[config.mk]
export PLATFORM = sky130hd
export DESIGN_NAME = mux_2to1_rr_arb_flat
export DESIGN_NICKNAME = d
export VERILOG_FILES = /design/src/rtl/mux_2to1_rr_arb_if.sv /design/src/rtl/mux_2to1_rr_arb.sv /design/src/flat_wrapper.sv
export SDC_FILE = /design/constraint.sdc
export NUM_CORES = 1
export LEC_CHECK = 0
export BUFFER_PORTS_ARGS = -buffer_cell sky130_fd_sc_hd__buf_2
export CAP_MARGIN = 0
export CELL_PAD_IN_SITES_DETAIL_PLACEMENT = 1
export CELL_PAD_IN_SITES_GLOBAL_PLACEMENT = 2
export CORE_ASPECT_RATIO = 1.4
export CORE_MARGIN = 2
export CORE_UTILIZATION = 20
export DETAILED_ROUTE_END_ITERATION = 7
export PLACE_DENSITY_LB_ADDON = 0.1
export SLEW_MARGIN = 20
export SYNTH_ARGS = -nofsm -noshare
export SYNTH_HDL_FRONTEND = slang
export SYNTH_SLANG_ARGS = --single-unit
[constraint.sdc]
create_clock -name clk -period 1.1 [get_ports clk]
set_input_delay 0.055 -clock clk [delete_from_list [all_inputs] [get_ports clk]]
set_output_delay 0.055 -clock clk [all_outputs]
set_load 0.01 [all_outputs]
[src/rtl/mux_2to1_rr_arb_if.sv]
// ----------------------------------------------------------------------------
// mux_2to1_rr_arb_if
//   Bundle of the three valid/ready channels around the 2-to-1 round-robin
//   merge: two input lanes and one tagged output channel.
//
//   Signals
//     in0_data/in0_valid/in0_ready   lane 0 channel (ready driven by arbiter)
//     in1_data/in1_valid/in1_ready   lane 1 channel (ready driven by arbiter)
//     out_data/out_sel/out_valid     registered merged beat and its source lane
//     out_ready                      downstream accepts the out beat
//
//   Modports
//     master  the environment: drives lane payloads/valids and out_ready
//     slave   the arbiter: drives lane readies and the output channel
// ----------------------------------------------------------------------------
interface mux_2to1_rr_arb_if #(
    parameter int DATA_W = 8
);
    logic [DATA_W-1:0] in0_data;
    logic              in0_valid;
    logic              in0_ready;

    logic [DATA_W-1:0] in1_data;
    logic              in1_valid;
    logic              in1_ready;

    logic [DATA_W-1:0] out_data;
    logic              out_sel;
    logic              out_valid;
    logic              out_ready;

    modport master (
        output in0_data, in0_valid,
        input  in0_ready,
        output in1_data, in1_valid,
        input  in1_ready,
        input  out_data, out_sel, out_valid,
        output out_ready
    );

    modport slave (
        input  in0_data, in0_valid,
        output in0_ready,
        input  in1_data, in1_valid,
        output in1_ready,
        output out_data, out_sel, out_valid,
        input  out_ready
    );
endinterface

[src/rtl/mux_2to1_rr_arb.sv]
// ----------------------------------------------------------------------------
// mux_2to1_rr_arb
//   Merges two valid/ready input lanes onto one registered output channel.
//   When both lanes request in the same cycle the grant alternates between
//   them; each output beat carries its source lane in out_sel so a downstream
//   1-to-2 demux can route it back. Sustains one beat per cycle with a single
//   cycle of latency and full backpressure.
//
//   Ports
//     clk   in   single clock, all state updates on the rising edge
//     rst   in   synchronous reset, active-high
//     bus   slave modport of mux_2to1_rr_arb_if (both input lanes and the
//           output channel)
// ----------------------------------------------------------------------------
module mux_2to1_rr_arb #(
    parameter int DATA_W = 8
) (
    input  logic                    clk,
    input  logic                    rst,
    mux_2to1_rr_arb_if.slave        bus
);

    // Output register occupancy; FULL is exactly out_valid.
    typedef enum logic {
        EMPTY = 1'b0,
        FULL  = 1'b1
    } state_t;

    state_t            state_q, state_d;
    logic [DATA_W-1:0] data_q,  data_d;
    logic              sel_q,   sel_d;
    // Lane favoured on the next contended cycle.
    logic              prio_q,  prio_d;

    logic              load_en;
    logic              g0;
    logic              g1;

    always_comb begin
        // NOTE: every signal written here is given its default first, so no
        // branch can leave one unassigned and infer a latch.
        state_d = state_q;
        data_d  = data_q;
        sel_d   = sel_q;
        prio_d  = prio_q;

        // The register can take a new beat when it is empty or its current
        // beat leaves this cycle; this allows drain and reload back-to-back.
        load_en = (state_q == EMPTY) | bus.out_ready;

        // A lone requester always wins; on contention prio picks the lane.
        g0 = load_en & bus.in0_valid & (~bus.in1_valid | ~prio_q);
        g1 = load_en & bus.in1_valid & (~bus.in0_valid |  prio_q);

        if (g0) begin
            state_d = FULL;
            data_d  = bus.in0_data;
            sel_d   = 1'b0;
            prio_d  = 1'b1;
        end else if (g1) begin
            state_d = FULL;
            data_d  = bus.in1_data;
            sel_d   = 1'b1;
            prio_d  = 1'b0;
        end else if (bus.out_ready) begin
            // Nothing granted: the held beat (if any) drains.
            state_d = EMPTY;
        end
    end

    always_ff @(posedge clk) begin
        // NOTE: state registers use non-blocking assignments so every flop
        // samples the pre-edge values regardless of statement order.
        if (rst) begin
            state_q <= EMPTY;
            data_q  <= '0;
            sel_q   <= 1'b0;
            prio_q  <= 1'b0;
        end else begin
            state_q <= state_d;
            data_q  <= data_d;
            sel_q   <= sel_d;
            prio_q  <= prio_d;
        end
    end

    // Readies are gated by rst so nothing is accepted during a reset cycle.
    assign bus.in0_ready = g0 & ~rst;
    assign bus.in1_ready = g1 & ~rst;

    // Output comes straight from flops: no combinational out_ready->out_data path.
    assign bus.out_data  = data_q;
    assign bus.out_sel   = sel_q;
    assign bus.out_valid = (state_q == FULL);

endmodule
[src/flat_wrapper.sv]
// flat-port wrapper written by rule: the top's interface ports become plain ports
module mux_2to1_rr_arb_flat 
#(
    parameter int DATA_W = 8
)
  (clk, rst, bus_in0_data, bus_in0_valid, bus_in0_ready, bus_in1_data, bus_in1_valid, bus_in1_ready, bus_out_data, bus_out_sel, bus_out_valid, bus_out_ready);
  mux_2to1_rr_arb_if #(.DATA_W(DATA_W)) bus_i ();
  input  logic clk;
  input  logic rst;
  input wire logic [$bits(bus_i.in0_data)-1:0] bus_in0_data;
  input wire logic [$bits(bus_i.in0_valid)-1:0] bus_in0_valid;
  output wire logic [$bits(bus_i.in0_ready)-1:0] bus_in0_ready;
  input wire logic [$bits(bus_i.in1_data)-1:0] bus_in1_data;
  input wire logic [$bits(bus_i.in1_valid)-1:0] bus_in1_valid;
  output wire logic [$bits(bus_i.in1_ready)-1:0] bus_in1_ready;
  output wire logic [$bits(bus_i.out_data)-1:0] bus_out_data;
  output wire logic [$bits(bus_i.out_sel)-1:0] bus_out_sel;
  output wire logic [$bits(bus_i.out_valid)-1:0] bus_out_valid;
  input wire logic [$bits(bus_i.out_ready)-1:0] bus_out_ready;
  assign bus_i.in0_data = bus_in0_data;
  assign bus_i.in0_valid = bus_in0_valid;
  assign bus_in0_ready = bus_i.in0_ready;
  assign bus_i.in1_data = bus_in1_data;
  assign bus_i.in1_valid = bus_in1_valid;
  assign bus_in1_ready = bus_i.in1_ready;
  assign bus_out_data = bus_i.out_data;
  assign bus_out_sel = bus_i.out_sel;
  assign bus_out_valid = bus_i.out_valid;
  assign bus_i.out_ready = bus_out_ready;
  mux_2to1_rr_arb #(.DATA_W(DATA_W)) u_core (.clk(clk), .rst(rst), .bus(bus_i));
endmodule
; After elaboration in Yosys (flattened, before gate mapping)
; Cells that the tools add are included.
[totals]
reg_bits = 11
in_bits = 21
out_inout_bits = 12
wordCells = 28
[classes]
mux = 7
bitwise = 14
n_reduce_logical = 3
[op_table]
columns = op, count
row1 = two-way mux 8 bit, 2
row2 = bitwise AND 1 bit, 6
row3 = two-way mux 1 bit, 5
row4 = inverter 1 bit, 5
row5 = bitwise OR 1 bit, 3
row6 = nonzero test 3 bit, 1
row7 = nonzero test 2 bit, 1
row8 = OR reduction 2 bit, 1

; Logic depth before layout (Yosys ltp)
[depth]
word_depth = 6
mapped_depth = 5
mapped_depth_nobuf = 3

; Worst setup path after synthesis
; OpenSTA, ideal clock, no wires.
[synth_timing]
kind = reg-to-output
from = reg u_core.state_q (netlist: u_core.bus.out_valid)
to = out bus_in0_ready
t_arrival_ns = 1.137
t_required_ns = 1.045
slack_ns = -0.092
path_stages_with_launch = 5
path_buffers = 2
cell_sequence = dfxtp_1 nor2b_1 buf_4 buf_6 nor4_1
[synth_via]
elab_chain_cells = 5
[synth_rtl]
columns = element, line_no
row1 = start: declaration, mux_2to1_rr_arb.sv:29  ; state_t state_q, state_d;
row2 = start signal: assignment, mux_2to1_rr_arb.sv:80  ; state_q <= state_d;
row3 = inverter 1 bit, mux_2to1_rr_arb.sv:49  ; load_en = (state_q == EMPTY) | bus.out_ready;
row4 = bitwise OR 1 bit, mux_2to1_rr_arb.sv:49
row5 = bitwise AND 1 bit (2 in a row), mux_2to1_rr_arb.sv:52  ; g0 = load_en & bus.in0_valid & (~bus.in1_valid | ~prio_q);
row6 = bitwise AND 1 bit, mux_2to1_rr_arb.sv:88  ; assign bus.in0_ready = g0 & ~rst;
row7 = end: declaration, flat_wrapper.sv:12  ; output wire logic [$bits(bus_i.in0_ready)-1:0] bus_in0_ready;
; Every way passes these cells.

; Worst setup path in the final report
[layout_timing]
from = reg u_core.prio_q
to = reg u_core.data_q[7] (netlist: u_core.bus.out_data[7])
[layout_via]
elab_chain_cells = 4
elab_cells_between_ends = 7
classes_between = mux: 1 / bitwise: 5 / reduce/logical: 1
[layout_rtl]
columns = element, line_no
row1 = start: declaration, mux_2to1_rr_arb.sv:33  ; logic prio_q, prio_d;
row2 = start signal: assignment, mux_2to1_rr_arb.sv:83  ; prio_q <= prio_d;
row3 = inverter 1 bit, mux_2to1_rr_arb.sv:52
row4 = bitwise OR 1 bit, mux_2to1_rr_arb.sv:52
row5 = bitwise AND 1 bit, mux_2to1_rr_arb.sv:52
row6 = two-way mux 8 bit or nonzero test 2 bit (tied branches), --
row7 = end signal: assignment, mux_2to1_rr_arb.sv:81  ; data_q <= data_d;
row8 = end: declaration, mux_2to1_rr_arb.sv:30  ; logic [DATA_W-1:0] data_q, data_d;
; Several ways; a longest one is shown, not always the timed one.
; A chain may end at the register's enable or synchronous reset.

==> metrics.cfg <==
[run_status]
status = finished, violations left
violations = setup timing

[detailed_routing]
routed_via_density = 4.932
wl_per_cell_um = 15.25
drtIter0Drc = 12
drc = 0
finalWirelength_um = 2226
via_count = 720
drt.antenna.violating_nets = 0
firstDrtPassIters = 4

[cts]
numCtsBuffers = 3
cts_hold_buf = 0
clk_pin_slew_ns = 0.08
cts_max_path_buffers = 2
cts_sinks = 11
clk_latency_ns = 0.28
h-tree-depth = 1
cts_tree = yes
cts_root_buf = clkbuf_4

[setup_path]
reg2reg_slack_ns = -0.18
critPathCaptureType = register
cp-start-kind = register
rr_worst_depth = 3
critPathKind = reg -> reg
worstPathArrival_ns = 1.43
cp_data_required_time_ns = 1.25
cp_max_fo = 8

[run]
drv_cap = 0

[sta]
min_period_ns = 1.281
worst_slack_ns = -0.1807
slew_violations = 0
fmax_mhz = 780.8
slew_headroom_pct = 63.68
fin_skew_ns = 0.0005155
worstMarginPinSlew_ns = 0.5311
setup_viol = 10
finalHoldViolCount = 0
tns_ns = -0.9980
rsz0062_at_grt = yes
fin_crit_sh_pct = 116.4

[floorplan]
coreArea_um2 = 2670
rows = 22
io_pins = 33
fp.dieH_um = 67.20
start_util_pct = 21.37
die_w_um = 49.14
die-area_um2 = 3302

[synthesis]
synth_top_area_cell = dfxtp_1
synth-simple-area-share_pct = 25.88
synth-seq-area-share_pct = 38.60
ys.warnings.count = 0
ys_top_cells_by_area = dfxtp_1, nor4_1, a2111oi_0, a21oi_1, buf_4
synth-async-reset-ratio_pct = 0
muxShareOfSynthArea_pct = 0
synth_compound_area_share_pct = 25.66
synthAdderAreaFrac_pct = 0
synth_commonest_cells = nor4_1, a21oi_1, dfxtp_1, a2111oi_0, buf_4
synth_cells = 66
synth_top_family_by_area = simple AND/OR/NAND/NOR gates
ys_seq_elements = 11
synth_top_area_share_pct = 38.60
synth_nets = 87
yosysMostFrequentCell = nor4_1
netlist-cell-type-count = 20
synth_area_per_cell_um2 = 8.645
synth-edff-count = 0
synth_area_um2 = 570.5
synth_flop_cell = dfxtp_1
synth-xor-area-share_pct = 0

[global_routing]
track_usage_pct = 15.10
grt_max_degree = 14
overflow = 0
grt_pass1_wl_um = 3712
grt_pass1_vias = 763
antenna_found_initial = 0

[final_layout]
final_nets = 132
final_area_um2 = 970.9
fillers = 341
multiInputGateArea_um2 = 360.3
area_delta_synth_final_pct = 70.18
drive_gt1_share_pct = 59.09
final-seq-area_um2 = 222.7
diodes = 0

[placement]
io_buffers = 32
gp_congestion = 0.6695
place_area_um2 = 863.3
hpwlAfterDp_um = 1584

[power_and_ir_drop]
leakage_nw = 0.4131
worst_ir_drop_vdd_mv = 0.4907
powerDensity_nw_per_um2 = 1118

[hold_path]
hold_path_class = in -> reg
hold_path_depth = 3

==> final cells by class <==
| class | instances | share of cell area [%] |
|---|---|---|
| Tap cell | 36 | 4.639 |
| Sequential cell | 11 | 22.94 |
| Inverter | 1 | 0.3866 |
| Multi-Input combinational cell | 46 | 37.11 |
| Timing Repair Buffer | 48 | 32.22 |
| Clock buffer | 4 | 2.706 |
==> kinds of logic (layout without fill, tap and decap cells) <==
| family | Yosys count | after routing |
|---|---|---|
| buf+inv | 9 | 53 |
| flops | 11 | 11 |
| simple gates | 24 | 24 |
| compound gates | 22 | 22 |
==> layout by cell type, fill, tap and decap left out, drive strengths merged <==
cell type / count
o211ai: 1
nor2b: 1
inv: 1
nand2b: 1
dfxtp: 11
a311oi: 1
clkbuf: 4
nor2: 2
o21ai: 1
buf: 48
a21oi: 11
and2: 1
or2: 1
nor4: 17
nand2: 1
a2111oi: 8
==> routing by layer <==
metal	track usage, %	wire length [um]	vias to the layer above
li1	-	-	355
met1	18.73	1037	338
met2	25.51	1064	21
met3	1.991	78	6
met4	7.857	46	0
met5	0	0	-
==> what timing repair did <==
action / CTS / global route
resized for setup: 14 / 4
setup endpoints to repair: 12 / 12
pin swaps: 3 / 1
buffers inserted: 4 / 2
==> per-stage QoR <==
stage	worst slack (ns)	hold WS, ns	power (mW)	util, %	instances
after floorplan	-0.03005	0.1335	0.6074	-	66
after global placement	-0.1887	0.4125	0.7519	32.33	137
after detailed placement	-0.1846	0.4116	0.7538	32.33	137
after CTS	-0.1706	0.1257	1.072	35.15	144
after global routing	-0.3373	0.1616	1.151	36.36	146
final	-0.1807	0.1167	1.085	36.36	146
==> sequential cells by signal, summed over array words and instances, names as in the netlist <==
register              count
u_core.bus.out_data       8
u_core.bus.out_sel        1
u_core.bus.out_valid      1
u_core.prio_q             1
==> worst paths after layout <==
check	start	end
max	u_core.prio_q	u_core.bus.out_data[7]
min	bus_in0_data[4]	u_core.bus.out_data[4]
max reg2reg	u_core.prio_q	u_core.bus.out_data[7]
min reg2reg	u_core.bus.out_sel	u_core.bus.out_sel
==> report_power, final <==
group	internal [mW]	switching [mW]
sequential	0.436	0.0184
clock	0.141	0.160
combinational	0.164	0.166
total	0.741	0.344
==> critical path, cell delays in order (launching register included) <==
cell and delay [ns]:
dfxtp_2 0.34, nand2_2 0.13, a2111oi_0 0.57, nor4_1 0.11
No activity file was read; power rests on OpenSTA's default activity.
